### src/rtl/stab_packetizer.sv
// Frames a raw payload word stream into HEAD / PKT_LEN x BODY / TAIL NoC packets
// behind a single valid/ready output register stage.
module stab_packetizer #(
  parameter int unsigned DW      = 34,
  parameter int unsigned PKT_LEN = 64,
  parameter int unsigned SEQ_W   = 16
) (
  input  logic              clk,
  input  logic              rstn,
  input  logic [DW-3:0]     hdr_i,
  input  logic [DW-3:0]     pld_i,
  input  logic              pld_vld_i,
  output logic              pld_rdy_o,
  output logic [DW-1:0]     data_o,
  output logic              valid_o,
  input  logic              ready_i,
  output logic [SEQ_W-1:0]  pkt_cnt_o,
  output logic              busy_o
);

  localparam int unsigned PW = DW - 2;
  localparam int unsigned CW = (PKT_LEN > 1) ? $clog2(PKT_LEN) : 1;

  localparam logic [1:0]    TypeHead = 2'b10;
  localparam logic [1:0]    TypeBody = 2'b00;
  localparam logic [1:0]    TypeTail = 2'b01;
  localparam logic [CW-1:0] LastBody = CW'(PKT_LEN - 1);

  typedef enum logic [1:0] {StIdle, StBody, StTail, StTailW} state_e;

  state_e          state;
  logic [CW-1:0]   body_cnt;
  logic            slot_free;
  logic [PW-1:0]   seq_ext;

  assign slot_free = ~valid_o | ready_i;
  assign pld_rdy_o = (state == StBody) & slot_free;

  // TAIL payload carries the sequence number zero-extended to the payload width.
  always_comb begin
    seq_ext               = '0;
    seq_ext[SEQ_W-1:0]    = pkt_cnt_o;
  end

  always_ff @(posedge clk or negedge rstn) begin
    if (!rstn) begin
      state     <= StIdle;
      body_cnt  <= '0;
      data_o    <= '0;
      valid_o   <= 1'b0;
      pkt_cnt_o <= '0;
      busy_o    <= 1'b0;
    end else begin
      case (state)
        StIdle: begin
          if (slot_free) begin
            if (pld_vld_i) begin
              data_o  <= {TypeHead, hdr_i};
              valid_o <= 1'b1;
              busy_o  <= 1'b1;
              state   <= StBody;
            end else begin
              valid_o <= 1'b0;
            end
          end
        end
        StBody: begin
          if (slot_free) begin
            if (pld_vld_i) begin
              data_o  <= {TypeBody, pld_i};
              valid_o <= 1'b1;
              if (body_cnt == LastBody) begin
                body_cnt <= '0;
                state    <= StTail;
              end else begin
                body_cnt <= body_cnt + 1'b1;
              end
            end else begin
              valid_o <= 1'b0;
            end
          end
        end
        StTail: begin
          if (slot_free) begin
            data_o  <= {TypeTail, seq_ext};
            valid_o <= 1'b1;
            state   <= StTailW;
          end
        end
        StTailW: begin
          // valid_o is always high here, so ready_i alone marks the TAIL handshake.
          if (ready_i) begin
            pkt_cnt_o <= pkt_cnt_o + 1'b1;
            if (pld_vld_i) begin
              data_o  <= {TypeHead, hdr_i};
              valid_o <= 1'b1;
              busy_o  <= 1'b1;
              state   <= StBody;
            end else begin
              valid_o <= 1'b0;
              busy_o  <= 1'b0;
              state   <= StIdle;
            end
          end
        end
        default: state <= StIdle;
      endcase
    end
  end

endmodule

### config.mk
export PLATFORM = sky130hd
export DESIGN_NAME = stab_packetizer
export DESIGN_NICKNAME = d
export VERILOG_FILES = /design/src/rtl/stab_packetizer.sv
export SDC_FILE = /design/constraint.sdc
export NUM_CORES = 1
export LEC_CHECK = 0
export ABC_AREA = 1
export CAP_MARGIN = 20
export CORE_MARGIN = 5
export CORE_UTILIZATION = 49
export CTS_BUF_LIST = sky130_fd_sc_hd__clkbuf_8
export DETAILED_ROUTE_END_ITERATION = 12
export MAX_ROUTING_LAYER = met4
export PLACE_DENSITY = 0.87
export SETUP_SLACK_MARGIN = 0.02
export SYNTH_ARGS = -nofsm -noshare
export SYNTH_HDL_FRONTEND = slang
export SYNTH_SLANG_ARGS = --single-unit
### constraint.sdc
create_clock -name clk -period 5.1 [get_ports clk]
set_input_delay 0.51 -clock clk [delete_from_list [all_inputs] [get_ports clk]]
set_output_delay 0.51 -clock clk [all_outputs]
set_load 0.02 [all_outputs]
* Word level (Yosys, flattened, before mapping) *
Index checks and enable logic that the tools add are counted.

storage, ports and cells
  input port bits = 68
  register bits = 60
  output and inout bits = 53
  word-level logic and storage cells = 57

cells by class
  add/sub/neg operators = 2
  multiplexer cells = 25
  bitwise gates (word level) = 3
  reduce and logical (&&, ||, !) cells = 9
  equal/unequal tests = 12

operator list
  operator               count
  $mux 34                6
  $pmux 34 s4            1
  $add 16x1->16 const B  1
  $mux 2                 7
  $ne 2x2->1 const B     6
  $pmux 2 s4             1
  $mux 1                 7
  $reduce_and 7->1       1
  $add 6x1->6 const B    1
  $eq 6x6->1 const B     1
  $mux 6                 1
  $reduce_and 3->1       2
  $reduce_and 5->1       1
  $eq 2x2->1 const B     2
  $ne 2x1->1 const B     2
  $reduce_and 4->1       1
  $pmux 1 s3             1
  $eq 2x1->1 const B     1
  $logic_not 2->1        1
  $pmux 1 s2             1
  $reduce_and 2->1       1
  $reduce_bool 2->1      1
  $reduce_or 2->1        1
  $and 1x1->1            1
  other kinds (2)        2

* Depth between registers and ports, before layout *
Gate-level depths: netlist (run 1).

  word-level depth = 5
  depth in mapped cells = 11
  gate-level depth less buffers = 10

* Worst setup path before layout (run 1) *
OpenSTA, ideal clock, no wires.

  path kind = flip-flop to flip-flop
  start point = register state[0]
  end point = register data_o[0]
  data arrival time = 1.468 ns
  stages on the path, launching flop included = 11
  path slack = 3.505 ns
  required time = 4.973 ns
  path buffers = 2
  setup time = 0.127 ns
  path through = dfrtp_1 -> inv_1 -> ha_1 -> inv_1 -> nand2_1 -> o21ai_2 -> nand2_1 -> buf_6 -> buf_12 -> nand2_2 -> o21ai_0

on the way
  word-level cells in the longest chain between the ends = 3
  elaborated cells between the ends (all ways) = 11

ends and longest elaborated chain
  item                                line  text
  from (decl)                         31    state_e state;
  from (signal assigned)              47    state <= StIdle;
  from (signal assigned)              61    state <= StBody;
  from (signal assigned)              74    state <= StTail;
  $eq 2x2->1 (tied with other cells)  54    case (state)
  $ne 2x2->1 (no line)                -
  $reduce_and 5->1 (no line)          -
  to (signal assigned)                58    data_o <= {TypeHead, hdr_i};
  to (signal assigned)                70    data_o <= {TypeBody, pld_i};
  to (signal assigned)                85    data_o <= {TypeTail, seq_ext};
  to (decl)                           14    output logic [DW-1:0] data_o,

Several ways; a longest one is shown, not always the timed one.
A chain may end at the register's enable or synchronous reset.

* Worst setup path after layout (run 1) *
  start point = input port ready_i
  end point = register data_o[16]

on the way
  word-level cells in the longest chain between the ends = 3
  elaborated cells between the ends (all ways) = 6

ends and longest elaborated chain
  item                            line  text
  from (decl)                     16    input logic ready_i,
  $or 1x1->1                      36    assign slot_free = ~valid_o | ready_i;
  $ne 2x2->1 (no line)            -
  $reduce_and 5->1 (no line) (*)  -

Every way passes the cells marked *; elsewhere a longest branch is shown, timed or not.

==> results.json, run 1 <==
{
  "grt_max_degree": 61,
  "vias_per_cell": 5.22,
  "yosys_warnings": 0,
  "die_x_microns": 91.2,
  "arrival_ps": 3100,
  "synthDistinctLibCells": 27,
  "antenna_found_initial": 0,
  "wl_met2_mm": 4.82,
  "final-max-slew-violation-count": 0,
  "cts_hold_buf": 0,
  "wl_mm": 9.45,
  "avgRoutedWirePerCell_microns": 15.4,
  "route.detailed.drc": 0,
  "end_kind": "register",
  "powerDensity_nw_per_um2": 604,
  "first_pass_iters": 4,
  "r2r-start": "state[0]",
  "worst_slew_pin_slew_ps": 886,
  "cts_root_buffer": "clkbuf_8",
  "top_layer_used": "met4",
  "portBuffers": 120,
  "finClkSkew_ps": 6.73,
  "wl_met3_microns": 701,
  "ant_nets": 0,
  "diodes": 0,
  "postCtsSetupBuffers": 0,
  "layout.nets": 607,
  "ys_seq_area_frac": 0.465,
  "synth_nets": 487,
  "clkTransAtPathRegs_ps": 70,
  "dr_total_vias": 3213,
  "coreArea_sq_um": 6390,
  "htree_levels": 3,
  "finalCritPeriodShare": 0.553,
  "synth_area_per_cell_sq_um": 7.83,
  "stdcell_area_sq_um": 4720,
  "r2r-end": "data_o[16]",
  "fin_tns_setup_ps": 0,
  "critPathMaxFanout": 47,
  "rsz0062_at_grt": "false",
  "cp.required_ps": 5380,
  "globalplace.congestion": 0.874,
  "post_cts_resized": 0,
  "io_pins": 121,
  "layout_common_cells": "177 x nand2_1, 119 x clkdlybuf4s50_1, 60 x dfrtp_1",
  "worst_slack_ps": 2280,
  "area_growth_pct": 46.0,
  "min_path_type": "in -> async",
  "totalPowerFinal_mw": 2.85,
  "maxSlewHeadroom": 0.407,
  "grt-ovfl-total": 0,
  "syn_area_sq_um": 3230,
  "rrSetupSlack_ps": 2320,
  "dp_hpwl_mm": 6.82,
  "fin_util": 0.739,
  "ys_ff_latch": 60,
  "grt_pass1_vias": 3321,
  "placed_cell_area_sq_um": 4420,
  "hold_viol": 0,
  "drv_cap": 0,
  "die_h_microns": 91.2,
  "max_freq_mhz": 354,
  "place_ws_ps": 2000,
  "cts_tree": "built",
  "drive_gt1_frac": 0.0743,
  "rows": 29,
  "met1Wirelength_mm": 3.82,
  "final_common_cell": "nand2_1",
  "crit_type": "in -> reg",
  "run_status": "completed",
  "finalSetupViolations": 0,
  "grt_pass1_wl_mm": 15.8,
  "drtIter0Drc": 163,
  "initial_core_util": 0.506,
  "clock-sinks": 60,
  "dieArea_sq_um": 8320,
  "insertion_delay_ps": 340,
  "clock_path_buffers": 2,
  "grt_usage": 0.240,
  "period_needed_ps": 2820,
  "start_kind": "primary input",
  "irDropWorstVdd_v": 0.000382,
  "netlist_instances": 413,
  "p_leak_nw": 2.28,
  "reg2reg_depth": 9,
  "cts_buffers": 9
}
-- cells by family (layout without fill, tap and decap cells) --
group           after synthesis  in the layout  share of synthesized area
compound gates               53             53                      0.110
xor+xnor                     11             11                     0.0298
fa+ha+maj                     6              6                     0.0232
buf+inv                      47            172                     0.0728
flops                        60             60                      0.465
simple gates                236            236                      0.300
-- per-layer routing --
| metal | global-route usage | up-vias |
|---|---|---|
| met4 | 0.0782 | 0 |
| li1 | - | 1558 |
| met5 | - | - |
| met1 | 0.290 | 1531 |
| met2 | 0.385 | 115 |
| met3 | 0.0711 | 9 |
-- cell usage after synthesis --
master,instances,share of area
o211ai_1,2,0.0046
a22o_1,16,0.043
a31oi_1,1,0.0019
o21ai_1,2,0.0031
clkbuf_1,3,0.0035
nor2_2,1,0.0019
nand3_1,19,0.029
inv_2,1,0.0012
nand4_1,6,0.012
buf_6,4,0.014
inv_1,32,0.037
nand3b_1,1,0.0023
nand2_1,178,0.21
dfrtp_1,60,0.46
o21ai_0,13,0.020
o21ai_2,6,0.016
a21oi_1,13,0.020
nor2_1,19,0.022
buf_12,1,0.0062
buf_4,2,0.0046
buf_2,4,0.0062
ha_1,6,0.023
xor2_1,7,0.019
xnor2_1,4,0.011
nor2_4,2,0.0070
nand2_2,9,0.017
nor3_1,1,0.0015
-- per-stage QoR --
step,hold WS (ps),std cells
floorplan,214,413
global placement,463,597
detailed placement,468,597
CTS,339,613
global route,370,615
finish,325,615
-- layout make-up --
type | instances | area (sq um)
fill | 495 | 1670
sequential | 60 | 1500
multi-input combinational | 306 | 1500
timing repair buffer | 123 | 1260
clock buffer | 9 | 124
inverter | 33 | 124
clock inverter | 7 | 115
tap | 77 | 96.3
-- registers in the layout, indices dropped and copies added (netlist names) --
| name | cells |
|---|---|
| body_cnt | 6 |
| busy_o | 1 |
| valid_o | 1 |
| data_o | 34 |
| state | 2 |
| pkt_cnt_o | 16 |
-- critical path, stage by stage --
cell	delay [ps]
clkdlybuf4s50_1	580
inv_1	120
nand2_2	100
o21ai_1	100
nor2_1	160
nand2_2	520
inv_1	760
nand2_1	140
nand2_1	90
-- worst max path at each step --
stage	start	end	slack, ps	cells after the start
floorplan	state[0]	data_o[0]	3500	10
global placement	ready_i	data_o[17]	2170	9
detailed placement	ready_i	data_o[22]	2000	9
CTS	state[0]	data_o[16]	2310	9
global route	state[0]	data_o[1]	2000	9
finish	ready_i	data_o[16]	2280	9
-- power by group --
group	internal, mW	switching, mW	total (mW)
Clock	0.323	0.194	0.516
Combinational	0.644	0.896	1.54
Sequential	0.653	0.139	0.792
Total	1.62	1.23	2.85
Note: power is estimated with default switching activity, not from simulation.
==> run 2, diff against run 1 <==
--- a/config.mk
+++ b/config.mk
@@ -8,11 +8,11 @@
 export ABC_AREA = 1
 export CAP_MARGIN = 20
 export CORE_MARGIN = 5
-export CORE_UTILIZATION = 49
+export CORE_UTILIZATION = 41
 export CTS_BUF_LIST = sky130_fd_sc_hd__clkbuf_8
 export DETAILED_ROUTE_END_ITERATION = 12
 export MAX_ROUTING_LAYER = met4
-export PLACE_DENSITY = 0.87
+export PLACE_DENSITY = 0.78
 export SETUP_SLACK_MARGIN = 0.02
 export SYNTH_ARGS = -nofsm -noshare
 export SYNTH_HDL_FRONTEND = slang
==> constraint.sdc (replaced) <==
create_clock -name clk -period 2.3 [get_ports clk]
set_input_delay 0.23 -clock clk [delete_from_list [all_inputs] [get_ports clk]]
set_output_delay 0.23 -clock clk [all_outputs]
set_load 0.02 [all_outputs]
==> results.json, run 2 (same netlist as run 1, synthesis figures left out) <==
{
  "reg2reg_depth": 7,
  "ant_nets": 0,
  "area_growth_pct": 46.4,
  "drv_cap": 0,
  "avgRoutedWirePerCell_microns": 14.2,
  "p_leak_nw": 2.28,
  "holdWs_ps": 50.1,
  "postCtsSetupBuffers": 0,
  "grt_max_degree": 61,
  "worst_slew_pin_slew_ps": 751,
  "grt-ovfl-total": 0,
  "rows": 32,
  "hold_viol": 0,
  "grt_usage": 0.193,
  "largest_register": "data_o",
  "powerDensity_nw_per_um2": 1310,
  "clock_path_buffers": 2,
  "critPathTopFamily": "buffers and inverters",
  "cts_buffers": 9,
  "die_h_microns": 98.8,
  "arrival_ps": 1950,
  "post_cts_resized": 0,
  "fin_tns_setup_ps": 0,
  "run_status": "completed",
  "dieArea_sq_um": 9760,
  "irDropWorstVdd_v": 0.000609,
  "initial_core_util": 0.420,
  "diodes": 0,
  "cts_hold_buf": 0,
  "layout_common_cells": "177 x nand2_1, 119 x clkdlybuf4s50_1, 60 x dfrtp_1",
  "critPathMaxFanout": 4,
  "grt_pass1_wl_mm": 14.9,
  "drtIter0Drc": 189,
  "cp.buffers_inverters": 3,
  "coreArea_sq_um": 7690,
  "io_pins": 121,
  "final_common_cell": "nand2_1",
  "globalplace.congestion": 0.888,
  "cpMaxStageDelayCell": "clkdlybuf4s50_1",
  "vias_per_cell": 4.88,
  "drive_gt1_frac": 0.0795,
  "clock-sinks": 60,
  "maxSlewHeadroom": 0.499,
  "end_kind": "primary output",
  "cp.depth": 5,
  "cp.required_ps": 2070,
  "period_needed_ps": 2180,
  "fill_cells": 685,
  "top_regs": "data_o: 34 flops, pkt_cnt_o: 16 flops, body_cnt: 6 flops",
  "final-max-slew-violation-count": 0,
  "cts_root_buffer": "clkbuf_8",
  "dp.cells": 627,
  "die_x_microns": 98.8,
  "min_path_type": "in -> async",
  "finalSetupViolations": 0,
  "crit_type": "reg -> out",
  "fin_util": 0.615,
  "antenna_found_initial": 0,
  "portBuffers": 120,
  "largest_reg_flops": 34,
  "cts_tree": "built",
  "dr_total_vias": 3140,
  "wl_mm": 9.12,
  "max_stage_delay_ps": 630,
  "insertion_delay_ps": 340,
  "finClkSkew_ps": 7.55,
  "dp_hpwl_mm": 6.85,
  "final_cells": 643,
  "finalCritPeriodShare": 0.947,
  "start_kind": "register",
  "clkTransAtPathRegs_ps": 70,
  "htree_levels": 3,
  "route.detailed.drc": 0,
  "rsz0062_at_grt": "false",
  "path_cells": "inv_1, ha_1, inv_2, nor2_1, clkdlybuf4s50_1",
  "layout.nets": 610,
  "max_freq_mhz": 459,
  "grt_pass1_vias": 3151,
  "first_pass_iters": 4
}
run 2: metrics by stage:
stage | instance area, sq um | total power [mW] | setup slack, ps
2_1_floorplan | 3230 | 3.93 | 705
3_3_place_gp | 4490 | 4.93 | 302
3_5_place_dp | 4490 | 5.06 | 307
4_1_cts | 4730 | 6.23 | 131
5_1_grt | 4730 | 6.64 | 51.0
6_report | 4730 | 6.19 | 121
run 2: per-layer routing:
layer / GRT usage / vias up / share of wire
li1: - / 1572 / -
met1: 0.253 / 1462 / 0.46
met2: 0.302 / 93 / 0.47
met3: 0.0467 / 13 / 0.057
met4: 0.0473 / 0 / 0.011
met5: - / - / 0
run 2: cell type report:
type	count	area, sq um	area share
Timing Repair Buffer	126	1240	0.262
Clock buffer	9	124	0.0262
Sequential cell	60	1500	0.317
Clock inverter	7	115	0.0243
Inverter	33	124	0.0262
Tap cell	102	128	0.0270
Multi-Input combinational cell	306	1500	0.317
run 2: worst register-to-register path: stages, from the launching register on:
cell and delay (ps):
dfrtp_1 440, inv_1 100, ha_1 370, inv_1 420, buf_4 330, a22o_1 180
nand2_1 50, nand2_1 70
run 2: path summary, 6_finish.rpt:
path,start,to,slack [ps]
worst max-delay path,state[1],pld_rdy_o,120
worst min register to register,data_o[1],data_o[1],480
worst min-delay path,rstn,data_o[32],50
worst max register to register,state[0],data_o[20],290
min in group clk,data_o[1],data_o[1],480
max in group asynchronous,rstn,pkt_cnt_o[5],1760
run 2: report_power, final:
part | internal [mW] | leakage [nW] | switching [mW]
Clock | 0.715 | 0.115 | 0.442
Sequential | 1.45 | 0.768 | 0.285
Combinational | 1.37 | 1.39 | 1.94
